File: config.mk
export PLATFORM = sky130hd
export DESIGN_NAME = systolic_operand_feeder
export DESIGN_NICKNAME = d
export VERILOG_FILES = /design/src/rtl/systolic_pkg.sv /design/src/rtl/skew_delay_line.sv /design/src/rtl/systolic_operand_feeder.sv
export SDC_FILE = /design/constraint.sdc
export NUM_CORES = 1
export LEC_CHECK = 0
export CORE_MARGIN = 4
export CORE_UTILIZATION = 37
export CTS_CLUSTER_DIAMETER = 30
export DETAILED_ROUTE_END_ITERATION = 16
export PLACE_DENSITY_LB_ADDON = 0.05
export REMOVE_ABC_BUFFERS = 1
export SETUP_SLACK_MARGIN = 0.1
export SYNTH_ARGS = -nofsm -noshare
export SYNTH_HDL_FRONTEND = slang
export SYNTH_HIERARCHICAL = 1
export SYNTH_SLANG_ARGS = --single-unit
File: constraint.sdc
create_clock -name clk -period 4.8 [get_ports clk]
set_clock_uncertainty 0.2 [all_clocks]
set_input_delay 0.72 -clock clk [delete_from_list [all_inputs] [get_ports clk]]
set_output_delay 0.72 -clock clk [all_outputs]
set_load 0.01 [all_outputs]
File: src/rtl/systolic_pkg.sv
// Shared definitions for the systolic array operand path: default array
// geometry, the feeder state encoding and a lane-slicing helper.
package systolic_pkg;

  localparam int ARRAY_N = 4;
  localparam int DATA_W  = 32;

  typedef enum logic [1:0] {
    IDLE   = 2'd0,
    STREAM = 2'd1,
    FLUSH  = 2'd2
  } feeder_state_e;

  // Lowest bit position of lane 'lane' in a bus of 'width'-bit lanes.
  function automatic int lane_lsb(input int lane, input int width);
    return lane * width;
  endfunction

endpackage

File: src/rtl/skew_delay_line.sv
// Fixed-depth shift register carrying one operand lane plus its valid flag.
// Data entering without valid is forced to zero, so every slot that is not
// a real element reaches the array edge as a zero operand.
module skew_delay_line #(
  parameter int DEPTH = 1,
  parameter int W     = 32
) (
  input  logic         clk,
  input  logic         rst,
  input  logic         in_valid,
  input  logic [W-1:0] in_data,
  output logic         out_valid,
  output logic [W-1:0] out_data
);

  logic [W-1:0]     data_r [DEPTH];
  logic [DEPTH-1:0] valid_r;

  // Shift the lane by one stage every cycle; the head takes new data or a zero bubble.
  always_ff @(posedge clk or posedge rst) begin
    if (rst) begin
      for (int s = 0; s < DEPTH; s++) begin
        data_r[s] <= '0;
      end
      valid_r <= '0;
    end else begin
      data_r[0]  <= in_valid ? in_data : '0;
      valid_r[0] <= in_valid;
      for (int s = 1; s < DEPTH; s++) begin
        data_r[s]  <= data_r[s-1];
        valid_r[s] <= valid_r[s-1];
      end
    end
  end

  assign out_data  = data_r[DEPTH-1];
  assign out_valid = valid_r[DEPTH-1];

endmodule

File: src/rtl/systolic_operand_feeder.sv
// Operand feeder for one edge (west or north) of an N x N systolic array.
// Accepts one N-lane vector per handshake, delays lane i by i extra cycles
// so matching A/B elements meet in each PE, then drains the skew lines and
// pulses done when the last element leaves the deepest lane.
module systolic_operand_feeder
  import systolic_pkg::*;
#(
  parameter int N  = ARRAY_N,
  parameter int W  = DATA_W,
  parameter int KW = 16
) (
  input  logic           clk,
  input  logic           rst,
  input  logic           start,
  input  logic [KW-1:0]  k_len,
  input  logic           in_valid,
  output logic           in_ready,
  input  logic [N*W-1:0] in_data,
  output logic [N*W-1:0] edge_data,
  output logic [N-1:0]   edge_lane_valid,
  output logic           busy,
  output logic           done
);

  localparam int FCW = (N > 1) ? $clog2(N) : 1;

  feeder_state_e  state_r, state_s;
  logic [KW-1:0]  count_r, count_s;
  logic [KW-1:0]  k_len_r, k_len_s;
  logic [FCW-1:0] flush_cnt_r, flush_cnt_s;
  logic           done_r, done_s;
  logic           accept_s;

  // Ready depends on state alone so the partner feeder sees the same handshake.
  assign in_ready = (state_r == STREAM);
  assign accept_s = in_valid & in_ready;
  assign busy     = (state_r != IDLE);
  assign done     = done_r;

  // Next-state, vector count and flush timing; done is computed one cycle ahead.
  always_comb begin
    state_s     = state_r;
    count_s     = count_r;
    k_len_s     = k_len_r;
    flush_cnt_s = flush_cnt_r;
    done_s      = 1'b0;
    case (state_r)
      IDLE: begin
        if (start) begin
          k_len_s = k_len;
          count_s = '0;
          if (k_len == '0) begin
            done_s = 1'b1;
          end else begin
            state_s = STREAM;
          end
        end else begin
          state_s = IDLE;
        end
      end
      STREAM: begin
        if (accept_s) begin
          count_s = count_r + KW'(1);
          if ((count_r + KW'(1)) == k_len_r) begin
            state_s     = FLUSH;
            flush_cnt_s = '0;
            // With a single lane the first flush cycle is already the last one.
            done_s      = (N == 1);
          end else begin
            state_s = STREAM;
          end
        end else begin
          state_s = STREAM;
        end
      end
      FLUSH: begin
        // The final flush cycle is the one in which the deepest lane shows its last element.
        if (flush_cnt_r == FCW'(N - 1)) begin
          state_s = IDLE;
        end else begin
          flush_cnt_s = flush_cnt_r + FCW'(1);
          done_s      = (flush_cnt_r == FCW'(N - 2));
        end
      end
      default: begin
        state_s = IDLE;
      end
    endcase
  end

  // Control state register; reset abandons any pass without a done pulse.
  always_ff @(posedge clk or posedge rst) begin
    if (rst) begin
      state_r     <= IDLE;
      count_r     <= '0;
      k_len_r     <= '0;
      flush_cnt_r <= '0;
      done_r      <= 1'b0;
    end else begin
      state_r     <= state_s;
      count_r     <= count_s;
      k_len_r     <= k_len_s;
      flush_cnt_r <= flush_cnt_s;
      done_r      <= done_s;
    end
  end

  // One skew line per lane, lane i being i+1 stages deep.
  for (genvar i = 0; i < N; i++) begin : g_lane
    skew_delay_line #(
      .DEPTH(i + 1),
      .W    (W)
    ) u_line (
      .clk      (clk),
      .rst      (rst),
      .in_valid (accept_s),
      .in_data  (in_data[lane_lsb(i, W) +: W]),
      .out_valid(edge_lane_valid[i]),
      .out_data (edge_data[lane_lsb(i, W) +: W])
    );
  end

endmodule

==> summary.md, run 1 <==
| Metric | Value |
|---|---|
| Gate Count Post-Synth | 787 |
| Slowest cell on the critical path | nor2_1 |
| Final clock period utilization by the worst path | 0.5707 |
| P_leak | 8.071 nW |
| CP Buf/Inv Count | 3 |
| TritonCTS clock tree | built |
| CP Capture Type | flop |
| Cell family with most CP delay | buffers and inverters |
| Top-Level Pins | 283 |
| Power Density | 543.2 nW/µm² |
| Routed WL per cell | 15.81 µm |
| Seq/Total Area, Yosys | 0.7536 |
| Vias/cell | 4.198 |
| Initial drt markers | 368 |
| DR vias | roughly 6500 |
| Final setup violation count | 0 |
| Gpl congestion | 0.7287 |
| Maximum VDD drop | 0.2798 mV |
| Post-synthesis async set-or-reset flop share | 1.000 |
| Max_slew headroom | 0.2921 |
| Post-CTS Setup Inserts | 0 |
| Starting Density | 0.3746 |
| Total power draw | 0.009611 W |
| Clock Path Buffers | 3 |
| Cell row count | 66 |
| CTS Sinks | 367 |
| ANT cells | 0 |
| Die footprint | around 36000 µm² |
| Primary FF master, synth | dfrtp_1 |
| Worst setup SP type | input pin |
| Max Cap Violations | 0 |
| Mux cell area share after synthesis | 0.01478 |
| Crit-path max FO | 23 |
| Pre-CTS setup slack | 1488 ps |
| Die Wd | 189.5 µm |
| Commonest non-fill, non-tap cell in the layout | dfrtp_1 |
| DRT Wirelength | 24470 µm |
| Worst hold path class | reg -> reg |
| Max Fclk | 365.0 MHz |
| Root Driver | clkbuf_16 |
| #FFs+latches synth | 367 |
| Largest family of logic cells by synthesized area | simple AND/OR/NAND/NOR gates |
| Floorplan core area | 32540 µm² |
| Setup TNS | 0 ps |
| Final-report hold violation count | 0 |
| Worst skew pair latency | 560 ps |
| GRT overflow | 0 |
| Pre-antenna DRT Iters | 4 |
| Number of synthesized flops with an enable pin | 0 |
| Post-DP HPWL | roughly 16000 µm |
| Final worst slack | 2060 ps |
| Total GRT Usage | 0.1371 |
| Final ANT Viol Nets | 0 |
| Most frequent cells in the layout | dfrtp_1 (367), clkdlybuf4s50_1 (282), and2_2 (128) |
| Cell type with the largest total area after synthesis | dfrtp_1 |
| Initial antenna violation count | 4 |
| Synth Area in Compound Gates | 0.02413 |
| RSZ-0062 raised after global routing | no |
| Hold-fix buffers, CTS | 0 |
| Global-route wire length before repair | between 30000 and 40000 µm |
| CP Class | in -> reg |
| Synthesis Warnings | 6 |
| Vias in the first global route | 7021 |
| Util after Layout | 0.5438 |
| H-tree depth | 3 |
| Post-CTS resize count | 0 |
| Slew Limit Fails | 0 |
| Min Tclk post-route | 2740 ps |
| Critical Path RT | 5060 ps |
| Max incr delay on CP | 840 ps |
| DRC Markers | 0 |
| Unique masters post-synth | 50 |
| Mean Syn Cell Area | 15.48 µm² |
| Clock transition at path regs | 50 ps |
| Cells taking the most area after synthesis | dfrtp_1 (75%), and2_2 (7.9%), buf_4 (5.9%) |
| Simple-gate portion of the synthesized area | 0.1116 |
| Critical path, cell by cell | clkdlybuf4s50_1 -> nand3b_1 -> buf_4 -> clkinv_2 -> nor2_1 -> o21ai_0 -> o21ai_0 |
| Largest net degree at the start of global routing | 120 |
| WP data arrival | 3000 ps |
| CTS buffer count | 81 |
| Post-synthesis adder-cell area fraction | 0.003080 |
| Layout area overhead | 45.17% |
| XOR/XNOR Fraction of Synth Area | 0.01725 |
| Fin Hold WS | 132.5 ps |
| Nets | 1190 |
| Layout cells sized above 1 | 0.2812 |
| IO buf count | 282 |
| Top-area cell type share of the netlist area | 0.7536 |
| Status | complete, no violations |
| Most used cell, CP | o21ai_0 |
| Synth Cell Area | 12190 µm² |
| Worst slew pin tran | 1060 ps |
| Die Ht | between 150 and 200 µm |
==> state kept, by name, indices dropped and copies added (netlist names), 2 cells and up <==
signal,cells
g_lane.u_line/data_r,192
g_lane.u_line/out_data,128
g_lane.u_line/valid_r,9
count_r,16
state_r,2
flush_cnt_r,2
k_len_r,16
==> cell type report <==
class | count | area (µm²)
Sequential cell | 367 | 9184
Fill cell | 2698 | 14840
Tap cell | 442 | 553.0
Clock inverter | 50 | 689.4
Timing Repair Buffer | 292 | 2910
Clock buffer | 100 | 2231
Multi-Input combinational cell | 288 | 2082
Inverter | 9 | 42.54
==> per-layer routing <==
metal / vias up / track usage / share of wire
met4: 8 / 0.06121 / 0.031
met3: 77 / 0.05918 / 0.093
met5: - / 0 / 0.0017
li1: 2970 / - / -
met1: 3185 / 0.1699 / 0.41
met2: 258 / 0.2099 / 0.46
==> logic make-up after synthesis <==
logic type	after synthesis
adder cells (fa/ha/maj)	3
flip-flops	367
multiplexers	16
XOR/XNOR	24
AND/OR/NAND/NOR	198
AO/OA/AOI/OAI	47
buffers and inverters	132
==> through the flow <==
stage               area (µm²)  instances
global placement         14770       1398
CTS                      17690       1548
finish                   17690       1548
detailed placement       14770       1398
floorplan                11300        664
global route             17690       1548
==> power by group <==
| part | switching [W] | internal, W | total (W) |
|---|---|---|---|
| registers | 0.0000737 | 0.00328 | 0.00335 |
| logic | 0.000216 | 0.000302 | 0.000518 |
| clock network | 0.00173 | 0.00401 | 0.00574 |
==> cells in the mapped netlist, types with 4 or more instances <==
master / number
dfrtp_1: 367
and2_2: 128
buf_4: 96
o21ai_0: 20
nor2_1: 17
mux2_2: 16
clkbuf_2: 12
xnor2_1: 12
xor2_1: 12
nand2_1: 11
nand3_1: 10
a21oi_1: 8
inv_1: 8
buf_6: 6
clkbuf_1: 5
buf_2: 4
nor4_1: 4
o41ai_1: 4
==> path summary, 6_finish.rpt <==
path / start / to / slack, ps / depth (start not counted)
worst max-delay path: in_valid / count_r[5]$_DFFE_PP0P_ / 2060 / 7
worst min-delay path: g_lane[2].u_line/data_r[90]$_DFF_PP0_ / g_lane[2].u_line/data_r[58]$_DFF_PP0_ / 130 / 0
worst max register to register: state_r[1]$_DFFE_PP0P_ / count_r[5]$_DFFE_PP0P_ / 2150 / 6
worst min register to register: g_lane[2].u_line/data_r[90]$_DFF_PP0_ / g_lane[2].u_line/data_r[58]$_DFF_PP0_ / 130 / 0
max in group asynchronous: rst / g_lane[3].u_line/data_r[104]$_DFF_PP0_ / 2840 / 3
min in group asynchronous: rst / g_lane[0].u_line/out_data[0]$_DFF_PP0_ / 620 / 3
No activity file was read; power rests on OpenSTA's default activity.
==> run 2, diff against run 1 <==
==> constraint.sdc (replaced) <==
create_clock -name clk -period 2.65 [get_ports clk]
set_clock_uncertainty 0.2 [all_clocks]
set_input_delay 0.3975 -clock clk [delete_from_list [all_inputs] [get_ports clk]]
set_output_delay 0.3975 -clock clk [all_outputs]
set_load 0.01 [all_outputs]
==> run 2 against run 1 <==
Die area unchanged. Via count shrank 0.91%. Sequential share of layout area increased by 0.44 points. Final cell count fell by 0.13%. Global-route usage rose by 0.081 points. Combinational power rose by 86%. Largest power group unchanged. Highest routed layer unchanged.
==> summary.md, run 2 (same netlist as run 1, synthesis figures left out) <==
| Metric | Value |
|---|---|
| Layout area overhead | 43.96% |
| Routing usage on met2 | 0.2085 |
| Most frequent cells in the layout | dfrtp_1 (367), clkdlybuf4s50_1 (282), and2_2 (128) |
| CP Class | reg -> out |
| Clock Path Buffers | 3 |
| Worst setup SP type | flop |
| Max incr delay on CP | about 500 ps |
| H-tree depth | 3 |
| Nets | 1190 |
| GR Util met3 | 0.06176 |
| Die footprint | 35900 µm² |
| Largest reg by FF count | g_lane.u_line/data_r |
| Vias in the first global route | 6962 |
| Clock transition at path regs | roughly 50 ps |
| Cell row count | 66 |
| Slowest cell on the critical path | clkdlybuf4s50_1 |
| Worst hold path class | reg -> reg |
| Commonest non-fill, non-tap cell in the layout | dfrtp_1 |
| Min Tclk post-route | approximately 2400 ps |
| Final setup violation count | 0 |
| DRT Wirelength | ~25000 µm |
| DR vias | 6439 |
| Floorplan core area | 32540 µm² |
| Critical Path RT | about 2000 ps |
| Max_slew headroom | 0.2723 |
| Gpl congestion | 0.7363 |
| RSZ-0062 raised after global routing | no |
| GRT met1 Usage | 0.1723 |
| Max Cap Violations | 0 |
| Hold Path Stages | 0 |
| Placed instance area | 14870 µm² |
| # fillers | 2717 |
| Die Ht | 189.5 µm |
| R2R cell count | 7 |
| Most Used Layer, Global Route | met2 |
| P_leak | 7.981 nW |
| Util after Layout | 0.5392 |
| Initial antenna violation count | 6 |
| Maximum VDD drop | 0.4879 mV |
| Post-CTS Setup Inserts | 0 |
| TritonCTS clock tree | built |
| Root Driver | clkbuf_16 |
| Hold-fix buffers, CTS | 0 |
| Crit-path max FO | 6 |
| Worst Hold Path EP | g_lane[2].u_line/out_data[16]$_DFF_PP0_ |
| Max Fclk | 412.0 MHz |
| Hold path startpoint | g_lane[2].u_line/data_r[48]$_DFF_PP0_ |
| Routed WL per cell | 15.86 µm |
| Post-DP HPWL | 15750 µm |
| GRT overflow | 0 |
| CTS buffer count | 76 |
| Total GRT Usage | 0.1379 |
| Worst skew pair latency | 570 ps |
| Number of flip-flops in the largest register | 192 |
| Pre-antenna DRT Iters | 4 |
| Global-route wire length before repair | 38720 µm |
| Final-report hold violation count | 0 |
| Worst reg2reg endpoint | flush_cnt_r[0]$_DFFE_PP0P_ |
| CP Buf/Inv Count | 1 |
| Reg2Reg Launch Point | count_r[0]$_DFFE_PP0P_ |
| Worst slew pin tran | 1088 ps |
| IO buf count | between 200 and 300 |
| Post-layout instance area | 17540 µm² |
| Largest net degree at the start of global routing | 140 |
| Power Density | between 900 and 1000 nW/µm² |
| CTS Sinks | about 370 |
| Critical path, cell by cell | or2_2 -> clkdlybuf4s50_1 |
| Final ANT Viol Nets | 0 |
| Slew Limit Fails | 0 |
| Final clock period utilization by the worst path | 0.9160 |
| Status | complete, no violations |
| Initial drt markers | 211 |
| Post-CTS resize count | 0 |
| Die Wd | ~190 µm |
| Vias/cell | 4.165 |
| Top-Level Pins | 283 |
| R2R Setup Slk | 240 ps |
| WP data arrival | 1830 ps |
| Starting Density | 0.3746 |
| Layout cells sized above 1 | 0.2768 |
| Cell family with most CP delay | buffers and inverters |
| CP Capture Type | output pin |
| DRC Markers | 0 |
==> run 2: cell count changes in the layout (fill, tap and decap cells not counted), sizes merged <==
cell	previous run	this run
diode	0	2
bufinv	13	8
clkinv	20	18
clkinvlp	11	12
inv	15	21
buf	10	15
clkbuf	100	91
==> run 2: power breakdown <==
| part | switching [W] | leakage (nW) | internal (W) | total (W) |
|---|---|---|---|---|
| clock network | 0.00321 | 1.26 | 0.00632 | 0.00954 |
| registers | 0.000137 | 4.71 | 0.00593 | 0.00607 |
| logic | 0.000402 | 2.01 | 0.000562 | 0.000964 |
| total | 0.00375 | 7.98 | 0.0128 | 0.0166 |
==> run 2: worst reg2reg max path: stages (launching register included) <==
cell,delay (ps)
dfrtp_1,460
ha_1,310
and3_4,200
and4_4,210
or3_4,380
a211oi_2,180
o2111a_2,280
o21ai_1,80
==> run 2: how the worst max path moves through the flow <==
stage / from / cells after the start / slack [ps] / endpoint
2_1_floorplan: rst / 1 / -1470 / g_lane[3].u_line/data_r[100]$_DFF_PP0_
3_3_place_gp: in_valid / 6 / 80 / count_r[14]$_DFFE_PP0P_
3_5_place_dp: in_valid / 6 / 30 / count_r[14]$_DFFE_PP0P_
4_1_cts: state_r[0]$_DFFE_PP0P_ / 2 / 180 / busy
5_1_grt: count_r[0]$_DFFE_PP0P_ / 7 / 130 / flush_cnt_r[0]$_DFFE_PP0P_
6_report: state_r[0]$_DFFE_PP0P_ / 2 / 220 / busy
==> run 2: layer usage <==
metal | share of wire | vias up
li1 | - | 2969
met1 | 0.41 | 3183
met2 | 0.47 | 227
met3 | 0.093 | 52
met4 | 0.025 | 8
met5 | 0.0016 | -
==> run 2: area by class of cell <==
cell class	instances	area, µm²	share of cell area
Timing Repair Buffer	297	3010	0.1716
Sequential cell	367	9184	0.5235
Multi-Input combinational cell	288	2082	0.1187
Clock inverter	50	659.4	0.03758
Clock buffer	91	2008	0.1145
Tap cell	442	553.0	0.03152
Inverter	9	42.54	0.002425
Antenna cell	2	5.005	0.0002853
==> run 2: metrics by stage <==
step | hold WS (ps) | setup slack (ps) | total power, W | instances | TNS [ps]
2_1_floorplan | 131.2 | -1474 | 0.006532 | 664 | -249940
3_3_place_gp | 131.2 | 77.04 | 0.007131 | 1403 | 0
3_5_place_dp | 134.7 | 31.88 | 0.007147 | 1403 | 0
4_1_cts | 131.7 | 183.1 | 0.01687 | 1544 | 0
5_1_grt | 128.9 | 128.1 | 0.01727 | 1546 | 0
6_report | 128.4 | 222.6 | 0.01657 | 1546 | 0
